File: config.mk
export PLATFORM = sky130hd
export DESIGN_NAME = frame_rd_ctrl_flat
export DESIGN_NICKNAME = d
export VERILOG_FILES = /design/src/rtl/frame_rd_ctrl_if.sv /design/src/rtl/frame_rd_ctrl.sv /design/src/flat_wrapper.sv
export SDC_FILE = /design/constraint.sdc
export NUM_CORES = 1
export LEC_CHECK = 0
export BUFFER_PORTS_ARGS = -buffer_cell sky130_fd_sc_hd__buf_2
export CORE_MARGIN = 5
export CORE_UTILIZATION = 54
export CTS_CLUSTER_SIZE = 30
export DETAILED_ROUTE_END_ITERATION = 6
export PLACE_DENSITY_LB_ADDON = 0.08
export SLEW_MARGIN = 20
export SYNTH_ARGS = -nofsm -noshare
export SYNTH_HDL_FRONTEND = slang
export SYNTH_SLANG_ARGS = --single-unit
File: constraint.sdc
create_clock -name clock -period 2.6 [get_ports clock]
set_clock_uncertainty 0.2 [all_clocks]
set_input_delay 0.52 -clock clock [delete_from_list [all_inputs] [get_ports clock]]
set_output_delay 0.52 -clock clock [all_outputs]
set_load 0.02 [all_outputs]
File: src/rtl/frame_rd_ctrl_if.sv
// Bundle between frame_rd_ctrl, the add_gen counter, the read memory and the downstream sink.
// master = controller side; slave = everything the controller talks to.
interface frame_rd_ctrl_if #(
   parameter int DATA_W = 8
);
   logic              start;
   logic              abort;
   logic              busy;
   logic              done;
   logic              cnt_rst_n;
   logic              cnt_en_n;
   logic [11:0]       addr_in;
   logic              tc_in;
   logic              mem_rd;
   logic [11:0]       mem_addr;
   logic [DATA_W-1:0] mem_data;
   logic [DATA_W-1:0] dout;
   logic              dout_valid;
   logic              dout_ready;

   modport master (
      input  start, abort, addr_in, tc_in, mem_data, dout_ready,
      output busy, done, cnt_rst_n, cnt_en_n, mem_rd, mem_addr, dout, dout_valid
   );

   modport slave (
      output start, abort, addr_in, tc_in, mem_data, dout_ready,
      input  busy, done, cnt_rst_n, cnt_en_n, mem_rd, mem_addr, dout, dout_valid
   );
endinterface

File: src/rtl/frame_rd_ctrl.sv
// Streams a 4096-word frame: one read per counter address, first word valid 4 cycles after start.
// Reads are credit-gated by FIFO occupancy plus the in-flight read, so dout_ready stalls never overflow.
module frame_rd_ctrl #(
   parameter int DATA_W     = 8,
   parameter int FIFO_DEPTH = 4
) (
   input logic             clock,
   input logic             reset,
   frame_rd_ctrl_if.master bus
);
   localparam int PW = $clog2(FIFO_DEPTH);
   localparam int CW = PW + 1;
   localparam logic [CW:0] DEPTH_L = (CW+1)'(FIFO_DEPTH);

   typedef enum logic [2:0] {IDLE, LOAD, RUN, DRAIN, FLUSH} state_t;

   state_t            state;
   state_t            state_nxt;
   logic              busy_q;
   logic              done_q;
   logic              done_nxt;
   logic              inflight;
   logic              issue;
   logic              cnt_clr;

   logic [DATA_W-1:0] fifo_mem [FIFO_DEPTH];
   logic [PW-1:0]     wr_ptr;
   logic [PW-1:0]     rd_ptr;
   logic [CW-1:0]     fifo_count;
   logic              fifo_empty;
   logic              push;
   logic              pop;
   logic [CW:0]       occupancy;
   logic              credit_ok;

   assign fifo_empty = (fifo_count == '0);
   assign push       = inflight;
   assign pop        = !fifo_empty && bus.dout_ready;
   // Same-cycle pops are deliberately not credited back.
   assign occupancy  = {1'b0, fifo_count} + {{CW{1'b0}}, inflight};
   assign credit_ok  = (occupancy < DEPTH_L);

   always_comb begin
      state_nxt = state;
      issue     = 1'b0;
      cnt_clr   = 1'b0;
      done_nxt  = 1'b0;
      case (state)
         IDLE: begin
            if (bus.start) state_nxt = LOAD;
         end
         LOAD: begin
            cnt_clr = 1'b1;
            state_nxt = bus.abort ? FLUSH : RUN;
         end
         RUN: begin
            if (bus.abort) begin
               state_nxt = FLUSH;
            end else if (credit_ok) begin
               issue = 1'b1;
               if (bus.tc_in) state_nxt = DRAIN;
            end
         end
         DRAIN: begin
            if (bus.abort) begin
               state_nxt = FLUSH;
            end else begin
               // done is registered, so it is armed by the pop that empties the FIFO.
               if (!inflight && fifo_count == CW'(1) && pop) done_nxt = 1'b1;
               if (!inflight && fifo_empty) state_nxt = IDLE;
            end
         end
         FLUSH: begin
            state_nxt = IDLE;
         end
         default: begin
            state_nxt = IDLE;
         end
      endcase
   end

   always_ff @(posedge clock or negedge reset) begin
      if (!reset) begin
         state    <= IDLE;
         busy_q   <= 1'b0;
         done_q   <= 1'b0;
         inflight <= 1'b0;
      end else begin
         state    <= state_nxt;
         busy_q   <= (state_nxt != IDLE);
         done_q   <= done_nxt;
         inflight <= issue;
      end
   end

   always_ff @(posedge clock or negedge reset) begin
      if (!reset) begin
         wr_ptr     <= '0;
         rd_ptr     <= '0;
         fifo_count <= '0;
         for (int i = 0; i < FIFO_DEPTH; i++) fifo_mem[i] <= '0;
      end else if (state == FLUSH) begin
         wr_ptr     <= '0;
         rd_ptr     <= '0;
         fifo_count <= '0;
      end else begin
         if (push) begin
            fifo_mem[wr_ptr] <= bus.mem_data;
            wr_ptr           <= wr_ptr + 1'b1;
         end
         if (pop) rd_ptr <= rd_ptr + 1'b1;
         case ({push, pop})
            2'b10:   fifo_count <= fifo_count + 1'b1;
            2'b01:   fifo_count <= fifo_count - 1'b1;
            default: fifo_count <= fifo_count;
         endcase
      end
   end

   assign bus.busy       = busy_q;
   assign bus.done       = done_q;
   assign bus.cnt_rst_n  = !cnt_clr;
   assign bus.cnt_en_n   = !issue;
   assign bus.mem_rd     = issue;
   assign bus.mem_addr   = bus.addr_in;
   assign bus.dout       = fifo_mem[rd_ptr];
   assign bus.dout_valid = !fifo_empty;
endmodule

File: src/flat_wrapper.sv
// flat-port wrapper written by rule: the top's interface ports become plain ports
module frame_rd_ctrl_flat 
#(
   parameter int DATA_W     = 8,
   parameter int FIFO_DEPTH = 4
)
  (clock, reset, bus_start, bus_abort, bus_addr_in, bus_tc_in, bus_mem_data, bus_dout_ready, bus_busy, bus_done, bus_cnt_rst_n, bus_cnt_en_n, bus_mem_rd, bus_mem_addr, bus_dout, bus_dout_valid);
  frame_rd_ctrl_if #(.DATA_W(DATA_W)) bus_i ();
  input logic clock;
  input logic reset;
  input wire logic [$bits(bus_i.start)-1:0] bus_start;
  input wire logic [$bits(bus_i.abort)-1:0] bus_abort;
  input wire logic [$bits(bus_i.addr_in)-1:0] bus_addr_in;
  input wire logic [$bits(bus_i.tc_in)-1:0] bus_tc_in;
  input wire logic [$bits(bus_i.mem_data)-1:0] bus_mem_data;
  input wire logic [$bits(bus_i.dout_ready)-1:0] bus_dout_ready;
  output wire logic [$bits(bus_i.busy)-1:0] bus_busy;
  output wire logic [$bits(bus_i.done)-1:0] bus_done;
  output wire logic [$bits(bus_i.cnt_rst_n)-1:0] bus_cnt_rst_n;
  output wire logic [$bits(bus_i.cnt_en_n)-1:0] bus_cnt_en_n;
  output wire logic [$bits(bus_i.mem_rd)-1:0] bus_mem_rd;
  output wire logic [$bits(bus_i.mem_addr)-1:0] bus_mem_addr;
  output wire logic [$bits(bus_i.dout)-1:0] bus_dout;
  output wire logic [$bits(bus_i.dout_valid)-1:0] bus_dout_valid;
  assign bus_i.start = bus_start;
  assign bus_i.abort = bus_abort;
  assign bus_i.addr_in = bus_addr_in;
  assign bus_i.tc_in = bus_tc_in;
  assign bus_i.mem_data = bus_mem_data;
  assign bus_i.dout_ready = bus_dout_ready;
  assign bus_busy = bus_i.busy;
  assign bus_done = bus_i.done;
  assign bus_cnt_rst_n = bus_i.cnt_rst_n;
  assign bus_cnt_en_n = bus_i.cnt_en_n;
  assign bus_mem_rd = bus_i.mem_rd;
  assign bus_mem_addr = bus_i.mem_addr;
  assign bus_dout = bus_i.dout;
  assign bus_dout_valid = bus_i.dout_valid;
  frame_rd_ctrl #(.DATA_W(DATA_W), .FIFO_DEPTH(FIFO_DEPTH)) u_core (.clock(clock), .reset(reset), .bus(bus_i));
endmodule
==> results.md, run 1 <==
- Row Count: 23
- Post-synth ARST share: 100%
- I/O Pins: between 50 and 60
- Synth top cells by count: 45 x dfrtp_1, 23 x mux2_2, 13 x buf_4
- Root Buffer Master: clkbuf_8
- Synth top area share: approximately half
- Worst endpoint required time: ~1900 ps
- RR Endpoint: u_core.fifo_count[2]
- Post-Synth Simple-Gate Area: under 10%
- Mapped cell area: 2320 sq um
- Compound-cell area share of the yosys netlist: under 10%
- TritonCTS Buffers: 5
- PortBufs: 27
- Critical path class: flip-flop to output port
- Slew HR: around 70%
- Setup bufs post-CTS: 0
- Static Leak: ~1.1 nW
- Crit Path Max Fanout: 8
- Max Clock Freq: 0.420 GHz
- Initial DRC Count: 33
- Mux cell area share after synthesis: approximately a quarter
- Layout cells sized above 1: between 40% and 50%
- Main combinational cell family by area after synthesis: multiplexers
- Via count: 1360
- Antenna Violating Nets Remaining: 0
- Worst Hold Depth: 2
- Post-synth cell types: 36
- GPL Wtd Cong: between 0.8 and 0.9
- Syn Nets: 205
- Syn_area_per_cell: around 14 sq um
- DR vias/cell: around 5.6
- Area leader, netlist: dfrtp_1
- Slew Viols, Final: 0
- R2r worst-path depth: 7
- Worst setup path endpoint: bus_cnt_en_n
- #FFs+latches synth: 45
- P per Cell Area: roughly 1100 nW/um^2
- Minimum clock period: between 2000 and 2500 ps
- Post-synthesis xor/xnor area fraction: 1.13%
- Vias in the first global route: between 1.5k and 2k
- Status: completed
- Total power: ~2.7 mW
- CP endpoint kind: output port
- Die Wd: around 76 um
- Dominant synthesized flop cell: dfrtp_1
- Post-CTS sizing: 0
- Hpwl dp: about 3.3 mm
- Most common cell in the netlist: dfrtp_1
- Die height: 75.5 um
- CTS tree: done
- Setup crit start: u_core.state[2]
- Drt first pass iters: 4
- Largest net degree at the start of global routing: 18
- Hold Path Class: input port to flip-flop
- Worst-Skew Late Latency: slightly below 300 ps
- Number of synthesized flops with an enable pin: 0
- Post-Syn Instances: 170
- Reg-to-Reg Start: u_core.fifo_count[1]
- Syn-to-layout area delta: 8.53%
- Initial antenna violation count: 0
- Crit start category: flip-flop
- Max-cap violations: 0
- Worst Tran Pin Value: about 450 ps
- CP arrival: approximately 1700 ps
- RSZ-0062 raised after global routing: false
- Synth warnings: 0
- Seq/Total Area, Yosys: about half
- Synth area leaders: dfrtp_1 49%, mux2_2 11%, mux4_2 7.8%
- Final setup viols: 0
- Fin Setup TNS: 0 ps
- Final worst path period share: about nine tenths
- GRT Total Usage: 17.0%
- Count of hold-fix buffers inserted at cts: 1
- Nets: 226
- Clock buffer depth: 2
- Adder-Cell Fraction of Synth Area: about 5%
- Worst vdd ir: between 500 and 600 uV
- H-tree depth: 2
- R2R Setup Slk: a little over 400 ps
- DRC: 0
- Post-Route WL: 4.25 mm
- Ant. Diodes: 0
- Die ar.: between 5000 and 6000 sq um
- WL per Instance: approximately 18 um
- Hold Vio Cnt, Final: 0
- Clock slew at reported path FFs: about 70 ps
- CTS Sinks: between 40 and 50
- Core area: ~4100 sq um
- First-pass GRT wire length: slightly above 7 mm
- Congestion Overflow GR: 0
- Initial Utilization: a little under three fifths
## worst min-delay path by stage
| stage | slack [ps] | endpoint | start |
|---|---|---|---|
| after floorplan | 20 | u_core.bus.busy | reset |
| after global placement | 240 | u_core.fifo_mem[25] | reset |
| after detailed placement | 260 | u_core.fifo_mem[17] | reset |
| after CTS | 260 | u_core.bus.done | bus_abort |
| after global routing | 280 | u_core.bus.done | bus_abort |
| final | 280 | u_core.bus.done | bus_abort |
## per-layer routing
layer / vias up / GRT usage [%] / part of all wire, %
met2: 40 / 29.5 / 51
met3: 18 / 4.62 / 5.5
met5: - / 0 / 0
li1: 634 / - / -
met4: 0 / 6.41 / 2.6
met1: 668 / 20.1 / 41
## registers in the layout, indices dropped and copies added, names as in the netlist
| signal | flops |
|---|---|
| u_core.fifo_mem | 32 |
| u_core.fifo_count | 3 |
| u_core.state | 3 |
| u_core.rd_ptr | 2 |
| u_core.wr_ptr | 2 |
| u_core.bus.busy | 1 |
| u_core.bus.done | 1 |
| u_core.inflight | 1 |
## where the power goes
| group | switching, mW | internal, mW |
|---|---|---|
| registers | 0.193 | 0.928 |
| clock network | 0.212 | 0.211 |
| logic | 0.552 | 0.565 |
## placed cells by master (no fill, tap or decap)
master / count
dfrtp_1: 45
buf_2: 27
mux2_2: 23
nor2_1: 11
ha_1: 9
inv_1: 8
mux4_2: 8
mux2_4: 8
clkbuf_8: 6
nand3_4: 4
buf_4: 4
a21oi_1: 3
nand2_1: 2
nand3_1: 2
o2111ai_1: 2
nand3b_1: 2
o31ai_1: 2
nor3_1: 2
or3_1: 2
xor2_1: 2
o21ai_0: 2
mux2i_1: 2
nor2b_1: 1
o21ba_2: 1
and2_1: 1
nand4b_1: 1
o211ai_1: 1
nor4_1: 1
nand4_1: 1
or3b_1: 1
mux2_1: 1
and2_2: 1
a211oi_1: 1
xnor2_1: 1
or4_1: 1
clkbuf_1: 1
dlygate4sd3_1: 1
## stage by stage
| step | utilization (%) | setup WS, ps | instances | cell area (sq um) | hold slack [ps] |
|---|---|---|---|---|---|
| 3_3_place_gp | 59.2 | 547 | 233 | 2420 | 244 |
| 6_report | 61.6 | 221 | 241 | 2520 | 278 |
| 2_1_floorplan | - | 520 | 170 | 2320 | 24.4 |
| 4_1_cts | 61.6 | 206 | 241 | 2520 | 264 |
| 5_1_grt | 61.6 | 84.7 | 241 | 2520 | 281 |
| 3_5_place_dp | 59.2 | 428 | 233 | 2420 | 258 |
## cell type report
type,count,area (sq um)
tap,50,62.6
timing repair buffer,32,175
multi-input combinational,99,1040
sequential,45,1130
fill,321,1570
inverter,8,30.0
clock buffer,7,86.3
## cells by family after synthesis
family                     Yosys count
DFF                                 45
buffers and inverters               26
adders and majority gates            9
AOI/OAI and AO/OA                   12
xor gates and xnor gates             3
muxes                               42
and+or+nand+nor                     33
## critical path: stages (launching register included)
cell	delay, ps
dfrtp_1	450
nor2_1	170
nand4b_1	200
or3_1	390
buf_2	160
Note: power is estimated with default switching activity, not from simulation.
==> inputs of run 2 (changes only) <==
--- a/config.mk
+++ b/config.mk
@@ -5,6 +5,7 @@
 export SDC_FILE = /design/constraint.sdc
 export NUM_CORES = 1
 export LEC_CHECK = 0
+export ABC_AREA = 1
 export BUFFER_PORTS_ARGS = -buffer_cell sky130_fd_sc_hd__buf_2
 export CORE_MARGIN = 5
 export CORE_UTILIZATION = 54
==> results.md, run 2 <==
- Crit Path Max Fanout: 10 (+2)
- Largest reg by FF count: u_core.fifo_mem
- Synth top area share: 48.4% (-0.13 points)
- CTS Sinks: 45 (unchanged)
- Syn-to-layout area delta: 6.24%
- Placed cells: 320 (+37%)
- Die Wd: 75.6 um (+0.11%)
- First-pass GRT wire length: 7.45 mm (+3.3%)
- Static Leak: 1.28 nW (+14%)
- Largest net degree at the start of global routing: 46 (+28)
- Synth warnings: 0 (unchanged)
- Area of the multi-input gates: 951 sq um (-8.2%)
- Layout fillers: 392 (+22%)
- Die ar.: 5720 sq um (+0.23%)
- GPL Wtd Cong: 0.817 (-3.7%)
- Worst Tran Pin Value: 574 ps (+128 ps)
- Syn Nets: 295 (+44%)
- Vias in the first global route: 1632 (+7.7%)
- Slowest CP cell: dfrtp_1
- Number of synthesized flops with an enable pin: 0 (unchanged)
- Dominant synthesized flop cell: dfrtp_1
- DR vias/cell: 5.13 (-9.2%)
- Drt first pass iters: 5 (+1)
- Hold Path Class: input port to async pin
- Placed cell areas: 2390 sq um (-1.2%)
- Synth top cells by count: 49 x nand2_1, 45 x dfrtp_1, 24 x nor2_1
- Clock buffer depth: 2 (unchanged)
- Final design utilization: 60.4% (-1.1 points)
- Area leader, netlist: dfrtp_1
- Worst-Skew Late Latency: 290 ps (about the same)
- Registers with the most flip-flops: u_core.fifo_mem (32), u_core.fifo_count (3), u_core.state (3)
- Setup bufs post-CTS: 0 (unchanged)
- Hold Vio Cnt, Final: 0 (unchanged)
- Post-CTS sizing: 0 (unchanged)
- PortBufs: 27 (unchanged)
- Initial Utilization: 56.9% (+0.15 points)
- RSZ-0062 raised after global routing: false
- Slew Viols, Final: 0 (unchanged)
- Clock slew at reported path FFs: 80 ps (about the same)
- Initial DRC Count: 92 (+180%)
- Crit-path cells: inv_1, o21ai_0, o22ai_1, buf_2
- Die height: 75.6 um (+0.11%)
- Max Clock Freq: 0.444 GHz (+5.7%)
- DRC: 0 (unchanged)
- Layout cells sized above 1: 20.9% (-22 points)
- Final setup viols: 0 (unchanged)
- Root Buffer Master: clkbuf_8
- Initial antenna violation count: 0 (unchanged)
- Nets: 312 (+38%)
- Most common cell after layout, fill and taps aside: nand2_1
- Ant. Diodes: 0 (unchanged)
- CP arrival: 1530 ps (-130 ps)
- Highest-count cells in the layout ignoring fill and taps: 49 x nand2_1, 45 x dfrtp_1, 27 x buf_2, 24 x nor2_1, 23 x inv_1
- Fin Setup TNS: 0 ps (unchanged)
- Slew HR: 61.7% (-8.5 points)
- Crit start category: flip-flop
- Final Non-Filler Cells: 328 (+36%)
- CTS tree: done
- Post-Syn Instances: 260 (+53%)
- Row Count: 23 (unchanged)
- Minimum clock period: 2250 ps (-127 ps)
- Antenna Violating Nets Remaining: 0 (unchanged)
- TritonCTS Buffers: 5 (unchanged)
- Worst vdd ir: 518 uV (+0.27%)
- Most common cell in the netlist: nand2_1
- Seq/Total Area, Yosys: 48.4% (-0.13 points)
- WP buf/inv: 2 (+1)
- #FFs+latches synth: 45 (unchanged)
- Post-Route WL: 4.30 mm (+1.2%)
- CP delay by family, top: flip-flops
- Final worst path period share: 86.6% (-4.9 points)
- Hpwl dp: 2.88 mm (-12%)
- WL per Instance: 13.1 um (-26%)
- Post-synth ARST share: 100% (unchanged)
- Congestion Overflow GR: 0 (unchanged)
- Max reg flops: 32 (unchanged)
- Core area: 4090 sq um (unchanged)
- GRT Total Usage: 17.4% (+0.44 points)
- Mapped cell area: 2320 sq um (+0.27%)
- Syn_area_per_cell: 8.94 sq um (-34%)
- Worst endpoint required time: 1880 ps (about the same)
- Max-cap violations: 0 (unchanged)
- Max stage delay on crit path: 490 ps (+40 ps)
- Count of hold-fix buffers inserted at cts: 0 (-1)
- Status: completed
- I/O Pins: 52 (unchanged)
- Via count: 1681 (+24%)
- Critical path class: flip-flop to output port
- P per Cell Area: 1080 nW/um^2 (+1.9%)
- Register Area: 1130 sq um (unchanged)
- CP endpoint kind: output port
- Synth area leaders: dfrtp_1 48%, nand2_1 7.9%, o21ai_2 5.7%
- Post-synth cell types: 26 (-28%)
- Final instance area: 2470 sq um (-1.8%)
- H-tree depth: 2 (unchanged)
[run 2: cell types whose count changed in the layout (fill, tap and decap cells not counted), sizes merged, moves of 3 or more]
cell and delta:
a21oi +3, inv +17, mux2 -32, mux4 -8, nand2 +52, nor2 +15, o21ai +53, o22ai +8
[run 2: cell type report]
| class | instances | share of cell area [%] |
|---|---|---|
| timing repair buffer | 29 | 6.08 |
| inverter | 26 | 4.05 |
| sequential | 45 | 45.6 |
| clock buffer | 8 | 3.24 |
| tap | 50 | 2.53 |
| multi-input combinational | 170 | 38.5 |
[run 2: worst register-to-register path, stage by stage, from the launching register on]
cell      delay, ps
dfrtp_1         420
inv_1           100
ha_1            230
a21boi_1        380
ha_1            330
nor2_1          110
o21ai_0         100
o21ai_0         150
a21oi_1          60
[run 2: logic make-up after synthesis]
| group | after synthesis | synth area share (%) |
|---|---|---|
| buffers and inverters | 45 | 10.7 |
| DFF | 45 | 48.4 |
| and+or+nand+nor | 90 | 17.7 |
| adders and majority gates | 9 | 4.84 |
| AOI/OAI and AO/OA | 70 | 18.0 |
| xor gates and xnor gates | 1 | 0.377 |
[run 2: through the flow]
step                      hold slack [ps]  setup WS, ps  power, mW
after floorplan                      24.4           665       1.98
after global placement                259           568       2.27
after detailed placement              264           454       2.28
after CTS                             120           334       2.70
after global routing                  152           190       2.92
final                                95.2           349       2.66
[run 2: where the power goes]
group / leakage, nW / internal, mW / switching (mW)
clock: 0.0395 / 0.191 / 0.221
sequential: 0.480 / 0.912 / 0.149
combinational: 0.759 / 0.431 / 0.757
[run 2: worst paths after layout]
check | cells past startpoint | slack (ps) | start | end
min reg2reg | 2 | 280 | u_core.fifo_mem[19] | u_core.fifo_mem[19]
max in group asynchronous | 2 | 1700 | reset | u_core.bus.done
max | 4 | 350 | u_core.rd_ptr[1] | bus_dout[6]
max reg2reg | 8 | 410 | u_core.fifo_count[0] | u_core.fifo_count[2]
min in group clock | 2 | 280 | u_core.fifo_mem[19] | u_core.fifo_mem[19]
min | 2 | 100 | reset | u_core.fifo_mem[2]
[run 2: metal layers]
| layer | vias up | share of wire, % | wire length [um] | track usage, % |
|---|---|---|---|---|
| met5 | - | 0 | 0 | 0 |
| met4 | 0 | 1.3 | 57 | 5.63 |
| met3 | 7 | 4.8 | 208 | 4.62 |
| met2 | 34 | 48 | 2060 | 29.1 |
| met1 | 772 | 46 | 1970 | 22.1 |
| li1 | 868 | - | - | - |
==> inputs of run 3 (changes only) <==
--- a/config.mk
+++ b/config.mk
@@ -8,10 +8,11 @@
 export ABC_AREA = 1
 export BUFFER_PORTS_ARGS = -buffer_cell sky130_fd_sc_hd__buf_2
 export CORE_MARGIN = 5
-export CORE_UTILIZATION = 54
+export CORE_UTILIZATION = 40
 export CTS_CLUSTER_SIZE = 30
 export DETAILED_ROUTE_END_ITERATION = 6
 export PLACE_DENSITY_LB_ADDON = 0.08
+export SETUP_SLACK_MARGIN = 0.1
 export SLEW_MARGIN = 20
 export SYNTH_ARGS = -nofsm -noshare
 export SYNTH_HDL_FRONTEND = slang
==> results.md, run 3 (synthesized netlist as in run 2, its figures left out) <==
- GPL Wtd Cong: 0.810 (-0.93%)
- Max-cap violations: 0 (unchanged)
- Setup bufs post-CTS: 0 (unchanged)
- Fin Setup TNS: 0 ps (unchanged)
- Initial Utilization: 41.7% (-15 points)
- Final worst path period share: 86.2% (-0.35 points)
- Initial DRC Count: 65 (-29%)
- Crit start category: flip-flop
- Count of hold-fix buffers inserted at cts: 0 (unchanged)
- Ant. Diodes: 0 (unchanged)
- Worst endpoint required time: 1880 ps (about the same)
- Global routing's busiest layer: met2
- First-pass GRT wire length: 7.89 mm (+5.9%)
- Minimum clock period: 2240 ps (-9.09 ps)
- Critical path class: flip-flop to output port
- CTS Sinks: 45 (unchanged)
- DRC: 0 (unchanged)
- Drt first pass iters: 4 (-1)
- R2r worst-path depth: 8 (unchanged)
- Die ar.: 7440 sq um (+30%)
- Largest net degree at the start of global routing: 46 (unchanged)
- H-tree depth: 2 (unchanged)
- GRT Total Usage: 13.7% (-3.8 points)
- Worst vdd ir: 625 uV (+21%)
- CP arrival: 1520 ps (about the same)
- Syn-to-layout area delta: 7.91%
- Placed cell areas: 2420 sq um (+1.5%)
- Hold Path Class: input port to async pin
- Via count: 1672 (-0.54%)
- Clock buffer depth: 2 (unchanged)
- Largest reg by FF count: u_core.fifo_mem
- Status: completed
- TritonCTS Buffers: 5 (unchanged)
- Row Count: 27 (+17%)
- Worst-Skew Late Latency: 300 ps (about the same)
- Max Clock Freq: 0.446 GHz (+0.41%)
- DR vias/cell: 4.76 (-7.1%)
- Post-CTS sizing: 0 (unchanged)
- Nets: 313 (+0.32%)
- I/O Pins: 52 (unchanged)
- CP endpoint kind: output port
- Vias in the first global route: 1693 (+3.7%)
- Hold Vio Cnt, Final: 0 (unchanged)
- Antenna Violating Nets Remaining: 0 (unchanged)
- Max reg flops: 32 (unchanged)
- Grt met3 use: 4.28% (-0.34 points)
- GRT met1 Usage: 16.3% (-5.8 points)
- Root Buffer Master: clkbuf_8
- Final instance area: 2510 sq um (+1.6%)
- Slew HR: 62.1% (+0.34 points)
- CTS tree: done
- Layout cells sized above 1: 21.5% (+0.64 points)
- Clock slew at reported path FFs: 90 ps (about the same)
- Static Leak: 1.28 nW (+0.30%)
- Core area: 5570 sq um (+36%)
- Most common cell after layout, fill and taps aside: nand2_1
- Slew Viols, Final: 0 (unchanged)
- Initial antenna violation count: 0 (unchanged)
- Post-Route WL: 4.66 mm (+8.4%)
- Highest-count cells in the layout ignoring fill and taps: 49 x nand2_1, 45 x dfrtp_1, 27 x buf_2, 24 x nor2_1, 23 x inv_1
- RSZ-0062 raised after global routing: false
- Hpwl dp: 3.13 mm (+8.7%)
- Final setup viols: 0 (unchanged)
- Congestion Overflow GR: 0 (unchanged)
- Registers with the most flip-flops: u_core.fifo_mem (32), u_core.fifo_count (3), u_core.state (3)
- WL per Instance: 13.3 um (+1.3%)
- Met2 track demand over resource: 22.4% (-6.7 points)
- Worst Tran Pin Value: 569 ps (-5.16 ps)
- PortBufs: 27 (unchanged)
- P per Cell Area: 1080 nW/um^2 (about the same)
- Die height: 86.2 um (+14%)
- Die Wd: 86.2 um (+14%)
- Crit Path Max Fanout: 16 (+6)
==> run 3: cell count changes in the layout (fill, tap and decap cells not counted) <==
cell | before | now
clkinvlp_4 | 0 | 1
clkbuf_1 | 3 | 2
buf_4 | 2 | 3
==> run 3: worst paths after layout <==
kind / start / endpoint / slack [ps]
worst min-delay path: reset / u_core.fifo_mem[3] / 80
worst max-delay path: u_core.rd_ptr[0] / bus_dout[0] / 360
worst max register to register: u_core.fifo_count[0] / u_core.fifo_count[2] / 480
min in group clock: u_core.fifo_mem[14] / u_core.fifo_mem[14] / 280
max in group asynchronous: reset / u_core.fifo_mem[22] / 1720
worst min register to register: u_core.fifo_mem[14] / u_core.fifo_mem[14] / 280
==> run 3: power breakdown <==
group | leakage, nW | internal [mW] | total [mW] | switching, mW
registers | 0.480 | 0.912 | 1.04 | 0.131
logic | 0.763 | 0.441 | 1.23 | 0.793
clock network | 0.0385 | 0.190 | 0.428 | 0.237
total | 1.28 | 1.54 | 2.70 | 1.16
==> run 3: cell type report <==
class                   count  area (sq um)
well taps                  72          90.1
fillers                   581          3070
inverters                  26           100
clock inverters             1          7.51
multi-input cells         170           951
repair buffers             30           158
clock buffers               7          76.3
flip-flops and latches     45          1130
==> run 3: worst max-delay path: stages, from the launching register on <==
cell,delay [ps]
dfrtp_1,380
inv_1,370
o21ai_0,140
o22ai_1,140
buf_2,190
==> run 3: stage by stage <==
stage | hold WS, ps | power (mW) | std cells | setup slack [ps] | util [%]
after floorplan | 24.4 | 1.98 | 260 | 665 | -
after global placement | 261 | 2.31 | 343 | 536 | 43.5
after detailed placement | 263 | 2.30 | 343 | 511 | 43.5
after CTS | 115 | 2.73 | 351 | 323 | 45.0
after global routing | 139 | 2.93 | 351 | 176 | 45.0
final | 82.9 | 2.70 | 351 | 358 | 45.0
==> run 3: layer usage <==
metal | wire [um] | up-vias
met2 | 2070 | 31
met4 | 125 | 0
li1 | - | 867
met1 | 2200 | 761
met3 | 262 | 13
met5 | 0 | -
